<file path="config.mk">
export PLATFORM = sky130hd
export DESIGN_NAME = mem_arbiter
export DESIGN_NICKNAME = d
export VERILOG_FILES = /design/src/rtl/mem_arb_pkg.sv /design/src/rtl/read_tag_pipe.sv /design/src/rtl/mem_arbiter.sv
export SDC_FILE = /design/constraint.sdc
export NUM_CORES = 1
export LEC_CHECK = 0
export CAP_MARGIN = 25
export CORE_ASPECT_RATIO = 0.7
export CORE_MARGIN = 8
export CORE_UTILIZATION = 38
export CTS_CLUSTER_DIAMETER = 150
export CTS_CLUSTER_SIZE = 14
export DETAILED_ROUTE_END_ITERATION = 10
export PLACE_DENSITY_LB_ADDON = 0.25
export REMOVE_ABC_BUFFERS = 1
export SLEW_MARGIN = 10
export SYNTH_ARGS = -nofsm -noshare
export SYNTH_HDL_FRONTEND = slang
export SYNTH_SLANG_ARGS = --single-unit
</file>
<file path="constraint.sdc">
create_clock -name clk -period 3.3 [get_ports clk]
set_clock_uncertainty 0.1 [all_clocks]
set_input_delay 0.66 -clock clk [delete_from_list [all_inputs] [get_ports clk]]
set_output_delay 0.66 -clock clk [all_outputs]
set_load 0.05 [all_outputs]
</file>
<file path="src/rtl/mem_arb_pkg.sv">
// Shared types and constants for the two-requester memory arbiter.
package mem_arb_pkg;

    localparam int NUM_REQ = 2;

    localparam logic REQ_CPU = 1'b0;
    localparam logic REQ_DMA = 1'b1;

    localparam int DEF_ADDR_WIDTH = 30;
    localparam int DEF_DATA_WIDTH = 32;

    // Request bundle at the default port widths.
    typedef struct packed {
        logic                      we;
        logic [DEF_ADDR_WIDTH-1:0] addr;
        logic [DEF_DATA_WIDTH-1:0] wdata;
    } mem_req_t;

    typedef struct packed {
        logic valid;
        logic id;
    } read_tag_t;

endpackage

</file>
<file path="src/rtl/read_tag_pipe.sv">
// Two-stage {valid, id} delay line that turns a read handshake into a tagged rvalid pulse.
module read_tag_pipe
    import mem_arb_pkg::*;
(
    input  logic clk,
    input  logic reset,
    input  logic in_valid,
    input  logic in_id,
    output logic rvalid0,
    output logic rvalid1
);

    read_tag_t stage1_q;
    read_tag_t stage2_q;

    always_ff @(posedge clk) begin
        if (reset) begin
            stage1_q <= '0;
            stage2_q <= '0;
        end else begin
            stage1_q <= '{valid: in_valid, id: in_id};
            stage2_q <= stage1_q;
        end
    end

    assign rvalid0 = stage2_q.valid && (stage2_q.id == REQ_CPU);
    assign rvalid1 = stage2_q.valid && (stage2_q.id == REQ_DMA);

endmodule

</file>
<file path="src/rtl/mem_arbiter.sv">
// Round-robin arbiter with burst limit sharing one registered memory command port
// between the CPU and a DMA requester.
module mem_arbiter
    import mem_arb_pkg::*;
#(
    parameter int ADDR_WIDTH = 30,
    parameter int DATA_WIDTH = 32,
    parameter int MAX_BURST  = 4
) (
    input  logic                  clk,
    input  logic                  reset,
    input  logic                  req0,
    input  logic                  we0,
    input  logic [ADDR_WIDTH-1:0] addr0,
    input  logic [DATA_WIDTH-1:0] wdata0,
    output logic                  gnt0,
    output logic                  rvalid0,
    input  logic                  req1,
    input  logic                  we1,
    input  logic [ADDR_WIDTH-1:0] addr1,
    input  logic [DATA_WIDTH-1:0] wdata1,
    output logic                  gnt1,
    output logic                  rvalid1,
    output logic [DATA_WIDTH-1:0] rdata,
    output logic [ADDR_WIDTH-1:0] mem_addr,
    output logic [DATA_WIDTH-1:0] mem_wdata,
    output logic                  mem_re,
    output logic                  mem_we,
    input  logic [DATA_WIDTH-1:0] mem_rdata
);

    localparam int BURST_W = (MAX_BURST > 1) ? $clog2(MAX_BURST) : 1;
    localparam logic [BURST_W-1:0] BURST_LAST = BURST_W'(MAX_BURST - 1);

    typedef struct packed {
        logic                  we;
        logic [ADDR_WIDTH-1:0] addr;
        logic [DATA_WIDTH-1:0] wdata;
    } req_t;

    logic               owner_q, owner_d;
    logic [BURST_W-1:0] burst_q, burst_d;
    logic [NUM_REQ-1:0] req_vec;
    logic [NUM_REQ-1:0] gnt_vec;
    logic               req_own, req_oth, hs, rd_hs;
    req_t               sel;

    assign req_vec = {req1, req0};

    always_comb begin
        gnt_vec = '0;
        gnt_vec[owner_q] = req_vec[owner_q];
        req_own = req_vec[owner_q];
        req_oth = req_vec[~owner_q];
        hs      = req_own;
        sel     = (owner_q == REQ_CPU) ? '{we: we0, addr: addr0, wdata: wdata0}
                                       : '{we: we1, addr: addr1, wdata: wdata1};
        rd_hs   = hs && !sel.we;
    end

    assign gnt0 = gnt_vec[REQ_CPU];
    assign gnt1 = gnt_vec[REQ_DMA];

    // A hand-off at the burst limit happens on the owner's last handshake, so no bubble;
    // an idle owner only yields on the following edge, which costs one cycle.
    always_comb begin
        owner_d = owner_q;
        burst_d = burst_q;
        if (hs && req_oth && (burst_q == BURST_LAST)) begin
            owner_d = ~owner_q;
            burst_d = '0;
        end else if (hs) begin
            burst_d = (burst_q == BURST_LAST) ? burst_q : burst_q + 1'b1;
        end else if (!req_own && req_oth) begin
            owner_d = ~owner_q;
            burst_d = '0;
        end
    end

    always_ff @(posedge clk) begin
        if (reset) begin
            owner_q   <= REQ_CPU;
            burst_q   <= '0;
            mem_re    <= 1'b0;
            mem_we    <= 1'b0;
            mem_addr  <= '0;
            mem_wdata <= '0;
        end else begin
            owner_q <= owner_d;
            burst_q <= burst_d;
            mem_re  <= rd_hs;
            mem_we  <= hs && sel.we;
            if (hs) begin
                mem_addr  <= sel.addr;
                mem_wdata <= sel.wdata;
            end
        end
    end

    assign rdata = mem_rdata;

    read_tag_pipe u_read_tag_pipe (
        .clk      (clk),
        .reset    (reset),
        .in_valid (rd_hs),
        .in_id    (owner_q),
        .rvalid0  (rvalid0),
        .rvalid1  (rvalid1)
    );

endmodule

</file>
==> flow_summary.json, run 1 <==
{
  "status": "finished clean",
  "required_ns": 2.54,
  "seqPwrFrac": 0.346,
  "postRouteAntennaNets": 0,
  "crit_path_max_fanout": 6,
  "io_pins": 262,
  "clk_latency_ns": 0.31,
  "syn_area_um2": 3610,
  "pwr-share-clk": 0.347,
  "gp_congestion": 0.722,
  "cts.path.max_buffers": 2,
  "drive_gt1_frac": 0.158,
  "die_h_um": 97.5,
  "p_switching_uw": 876,
  "synth.area.top_cells": "dfxtp_1 (39%), mux2i_1 (17%), a211oi_2 (17%), buf_4 (6.9%), nor2_1 (6.7%)",
  "drtPass1Iterations": 4,
  "cts_resized": 0,
  "avgSynthCellArea_um2": 10.4,
  "setup_violations": 0,
  "worst_pin_slew_ns": 0.796,
  "cts_buffers": 9,
  "layout_common_cells": "clkdlybuf4s50_1 (194), dfxtp_1 (69), nor2_1 (64), mux2i_1 (63), a211oi_2 (50)",
  "drtIter0Drc": 102,
  "cts_setup_buffers": 0,
  "grt_pass1_vias": 3327,
  "synth_top_area_share": 0.388,
  "clkSinkCount": 70,
  "root_buffer": "clkbuf_16",
  "grt_max_degree": 57,
  "synth_cell_types": 25,
  "ys_ff_latch": 70,
  "p_int_uw": 1920,
  "yosysWarnings": 0,
  "yosysTopAreaCell": "dfxtp_1",
  "period_minus_slack_ns": 2.42,
  "cts_max_level": 3,
  "grt_pass1_wl_mm": 17.6,
  "cp.arrival_ns": 1.66,
  "n_antenna_cell": 0,
  "p_per_area_nw_per_um2": 491,
  "detail_route.drc_violations": 0,
  "finalHoldViolations": 0,
  "ir_drop_mv": 0.282,
  "mostFrequentLayoutCell": "clkdlybuf4s50_1",
  "min_path_type": "register to register",
  "grt_overflow_total": 0,
  "wl_per_cell_um": 18.2,
  "dp_hpwl_mm": 9.17,
  "sw_frac_of_total": 0.313,
  "track_usage": 0.171,
  "end_kind": "primary output",
  "slew_headroom": 0.470,
  "initial_core_util": 0.394,
  "drt_wl_total_mm": 11.5,
  "max_freq_mhz": 413,
  "min_period_over_period": 0.734,
  "die_w_um": 132,
  "area_growth_pct": 57.9,
  "viasPerCell": 4.90,
  "rsz0062_at_grt": "false",
  "leakagePower_uw": 0.00207,
  "antenna_found_initial": 0,
  "vias": 3095,
  "die-area_um2": 12900,
  "core_um2": 9140,
  "io_buffer_count": 197,
  "max-cap-violations": 0,
  "row_count": 29,
  "post_synth_inst_count": 348,
  "path_clk_slew_ns": 0.06,
  "layout.nets": 665,
  "p_total_uw": 2800,
  "path_class": "input pin to primary output",
  "critPathLaunchType": "input pin",
  "cts_tree": "yes",
  "slew_violations": 0,
  "hold_buffers": 0,
  "post-route-util": 0.623,
  "power_frac_comb": 0.307,
  "synth_seq_area_share": 0.388
}
-- routing by layer --
layer	vias to the layer above	share of wire	global-route usage
li1	1514	-	-
met1	1400	0.43	0.195
met2	175	0.42	0.252
met3	6	0.14	0.125
met4	0	0.0057	0.0365
met5	-	0	0
-- cell type report --
| type | instances | area (um2) |
|---|---|---|
| clock buffers | 11 | 253 |
| clock inverters | 5 | 55.1 |
| fillers | 798 | 3450 |
| inverters | 1 | 3.75 |
| multi-input cells | 215 | 1780 |
| flip-flops and latches | 70 | 1410 |
| well taps | 124 | 155 |
| repair buffers | 205 | 2050 |
-- worst max-delay path: stages --
cell             delay, ns
clkdlybuf4s50_1       0.56
nor2b_1               0.21
buf_4                 0.23
-- stage by stage --
stage                     hold WS [ns]  area, um2  instances  setup WS, ns  TNS [ns]
after detailed placement         0.336       5390        615         0.765         0
after floorplan                  0.314       3180        286        -0.894    -54.85
final                            0.343       5700        631         0.878         0
after CTS                        0.345       5700        631         0.873         0
after global placement           0.327       5390        615         0.858         0
after global routing             0.367       5700        631         0.819         0
-- Yosys cell counts --
cell type / instances
a211oi_1: 12
a211oi_2: 50
a21oi_1: 2
a22oi_1: 1
a311oi_1: 1
a31oi_1: 1
and2_1: 2
and3b_1: 1
buf_2: 14
buf_4: 33
buf_6: 7
clkbuf_1: 8
dfxtp_1: 70
ha_1: 1
inv_1: 1
mux2_2: 1
mux2_4: 1
mux2i_1: 63
nor2_1: 64
nor2b_1: 7
nor3_1: 1
nor3b_1: 2
nor4bb_1: 1
o21ai_0: 3
or4_1: 1
-- path summary, 6_finish.rpt --
| check | from | end | slack [ns] | depth (start not counted) |
|---|---|---|---|---|
| worst max-delay path | req0 | gnt0 | 0.88 | 3 |
| worst min-delay path | u_read_tag_pipe.stage1_q[0] | u_read_tag_pipe.stage2_q[0] | 0.34 | 1 |
| worst max register to register | owner_q | mem_wdata[19] | 1.40 | 4 |
| worst min register to register | u_read_tag_pipe.stage1_q[0] | u_read_tag_pipe.stage2_q[0] | 0.34 | 1 |
-- registers in the layout, indices dropped and copies added (netlist names) --
| name | cells |
|---|---|
| burst_q | 2 |
| owner_q | 1 |
| u_read_tag_pipe.stage2_q | 2 |
| mem_addr | 30 |
| mem_wdata | 32 |
| u_read_tag_pipe.stage1_q | 2 |
| mem_we | 1 |
-- power by group through the flow --
stage                     Sequential [uW]  Combinational [uW]  Clock (uW)
final                                 969                 858         971
after floorplan                      1240                 229           0
after detailed placement              987                 866           0
after CTS                             970                 869         997
after global routing                  980                 909        1030
after global placement                983                 855           0
-- cell families after synthesis --
family | share of synthesized area
AND/OR/NAND/NOR | 0.0950
AO/OA/AOI/OAI | 0.212
flip-flops | 0.388
multiplexers | 0.182
buffers and inverters | 0.119
adder cells (fa/ha/maj) | 0.00347
(Power assumes the default switching activity.)
==> run 2, diff against run 1 <==
--- a/config.mk
+++ b/config.mk
@@ -8,7 +8,7 @@
 export CAP_MARGIN = 25
 export CORE_ASPECT_RATIO = 0.7
 export CORE_MARGIN = 8
-export CORE_UTILIZATION = 38
+export CORE_UTILIZATION = 31
 export CTS_CLUSTER_DIAMETER = 150
 export CTS_CLUSTER_SIZE = 14
 export DETAILED_ROUTE_END_ITERATION = 10
==> constraint.sdc (replaced) <==
create_clock -name clk -period 2.2 [get_ports clk]
set_clock_uncertainty 0.1 [all_clocks]
set_input_delay 0.44 -clock clk [delete_from_list [all_inputs] [get_ports clk]]
set_output_delay 0.44 -clock clk [all_outputs]
set_load 0.05 [all_outputs]
==> run 2 against run 1 <==
- sequential power rose by 50%
- clock power rose by 47%
- routed wire length rose by 4.5%
- worst hold slack improved by 0.011 ns
- clock-buffer cell count rose by 1
- die area rose by 19%
- sequential share of layout area fell by 0.40 points
- critical path depth fell by 1
- worst setup slack got worse by 0.78 ns
- global-route usage fell by 1.7 points
==> flow_summary.json, run 2 (synthesis results as in run 1) <==
{
  "status": "finished clean",
  "area_growth_pct": 60.6,
  "die_w_um": 145,
  "antenna_found_initial": 0,
  "whs_path_depth": 1,
  "root_buffer": "clkbuf_16",
  "drt_wl_total_mm": 12.0,
  "leakagePower_uw": 0.00209,
  "period_minus_slack_ns": 2.10,
  "dp.cells": 650,
  "initial_core_util": 0.313,
  "rr_endpoint": "mem_wdata[12]",
  "required_ns": 1.66,
  "r2r_slack_ns": 0.59,
  "place_area_um2": 5490,
  "multi_input_area_um2": 1780,
  "track_usage": 0.154,
  "critPathLaunchType": "register",
  "io_pins": 262,
  "viasPerCell": 4.58,
  "layout_common_cells": "clkdlybuf4s50_1 (192), dfxtp_1 (69), nor2_1 (64), mux2i_1 (63), a211oi_2 (50)",
  "die-area_um2": 15400,
  "clk_latency_ns": 0.32,
  "rr_worst_depth": 3,
  "min_from": "u_read_tag_pipe.stage1_q[0]",
  "largest_reg_flops": 32,
  "die_h_um": 106,
  "max_freq_mhz": 476,
  "mostFrequentLayoutCell": "clkdlybuf4s50_1",
  "dp_hpwl_mm": 9.63,
  "reg2reg_from": "owner_q",
  "crit_path_max_fanout": 2,
  "vias": 3049,
  "postRouteAntennaNets": 0,
  "num-fill-cells": 1016,
  "rsz0062_at_grt": "false",
  "cp.arrival_ns": 1.56,
  "seq_area_um2": 1410,
  "ir_drop_mv": 0.311,
  "top_regs": "mem_wdata (32), mem_addr (30)",
  "final_cells": 666,
  "max-cap-violations": 0,
  "layout.nets": 667,
  "hold_end": "u_read_tag_pipe.stage2_q[0]",
  "worst_pin_slew_ns": 0.581,
  "min_period_over_period": 0.956,
  "cts_setup_buffers": 0,
  "hold_buffers": 0,
  "setup_violations": 0,
  "cts_tree": "yes",
  "largest_register": "mem_wdata",
  "gp_congestion": 0.775,
  "cts_buffers": 9,
  "wl_per_cell_um": 18.0,
  "min_path_type": "register to register",
  "grt_max_degree": 39,
  "cts_max_level": 3,
  "n_antenna_cell": 0,
  "cts.path.max_buffers": 2,
  "fin_area_um2": 5790,
  "end_kind": "primary output",
  "grt_pass1_wl_mm": 18.4,
  "grt_pass1_vias": 3320,
  "drtPass1Iterations": 4,
  "io_buffer_count": 197,
  "slew_headroom": 0.612,
  "slew_violations": 0,
  "drive_gt1_frac": 0.163,
  "path_clk_slew_ns": 0.05,
  "row_count": 33,
  "p_per_area_nw_per_um2": 724,
  "drtIter0Drc": 83,
  "detail_route.drc_violations": 0,
  "grt_overflow_total": 0,
  "finalHoldViolations": 0,
  "path_class": "register to primary output",
  "core_um2": 11500,
  "clkSinkCount": 70,
  "cts_resized": 0
}
-- run 2: cell count changes in the layout (fill, tap and decap cells not counted), sizes merged --
cell,delta
inv,-2
clkinv,+1
clkbuf,+1
buf,+4
clkdlybuf4s50,-2
-- run 2: worst max path at each step --
stage / from / slack, ns / endpoint
detailed placement: req1 / 0.02 / mem_wdata[23]
finish: u_read_tag_pipe.stage2_q[0] / 0.1 / rvalid1
CTS: u_read_tag_pipe.stage2_q[0] / 0.07 / rvalid1
global placement: req1 / 0.14 / mem_wdata[26]
floorplan: owner_q / -1.99 / burst_q[1]
global route: u_read_tag_pipe.stage2_q[0] / 0.03 / rvalid1
-- run 2: power breakdown --
part | switching (uW) | total (uW) | internal (uW)
logic | 742 | 1320 | 575
registers | 62.8 | 1450 | 1380
clock network | 497 | 1430 | 932
total | 1300 | 4190 | 2890
-- run 2: area by class of cell --
type / count / area share
inverter: 1 / 0.000648
timing repair buffer: 207 / 0.364
multi-input combinational: 215 / 0.307
tap: 157 / 0.0339
clock buffer: 12 / 0.0443
clock inverter: 4 / 0.00778
sequential: 70 / 0.243
-- run 2: metal layers --
metal	routed length (um)	GRT usage	vias to the layer above
li1	-	-	1514
met1	5500	0.187	1351
met2	4760	0.214	175
met3	1620	0.109	9
met4	109	0.0381	0
met5	0	0.00313	-
-- run 2: worst max-delay path, cell delays in order, from the launching register on --
cell and delay (ns):
dfxtp_1 0.32, and2_1 0.12, clkdlybuf4s50_1 0.80
-- run 2: per-stage QoR --
| stage | hold WS, ns | TNS [ns] | util | power [uW] | setup slack, ns |
|---|---|---|---|---|---|
| after floorplan | 0.314 | -130.44 | - | 2210 | -1.99 |
| after global placement | 0.318 | 0 | 0.477 | 2780 | 0.145 |
| after detailed placement | 0.350 | 0 | 0.477 | 2800 | 0.0173 |
| after CTS | 0.358 | 0 | 0.503 | 4270 | 0.0725 |
| after global routing | 0.373 | 0 | 0.503 | 4390 | 0.0329 |
| final | 0.354 | 0 | 0.503 | 4190 | 0.0977 |
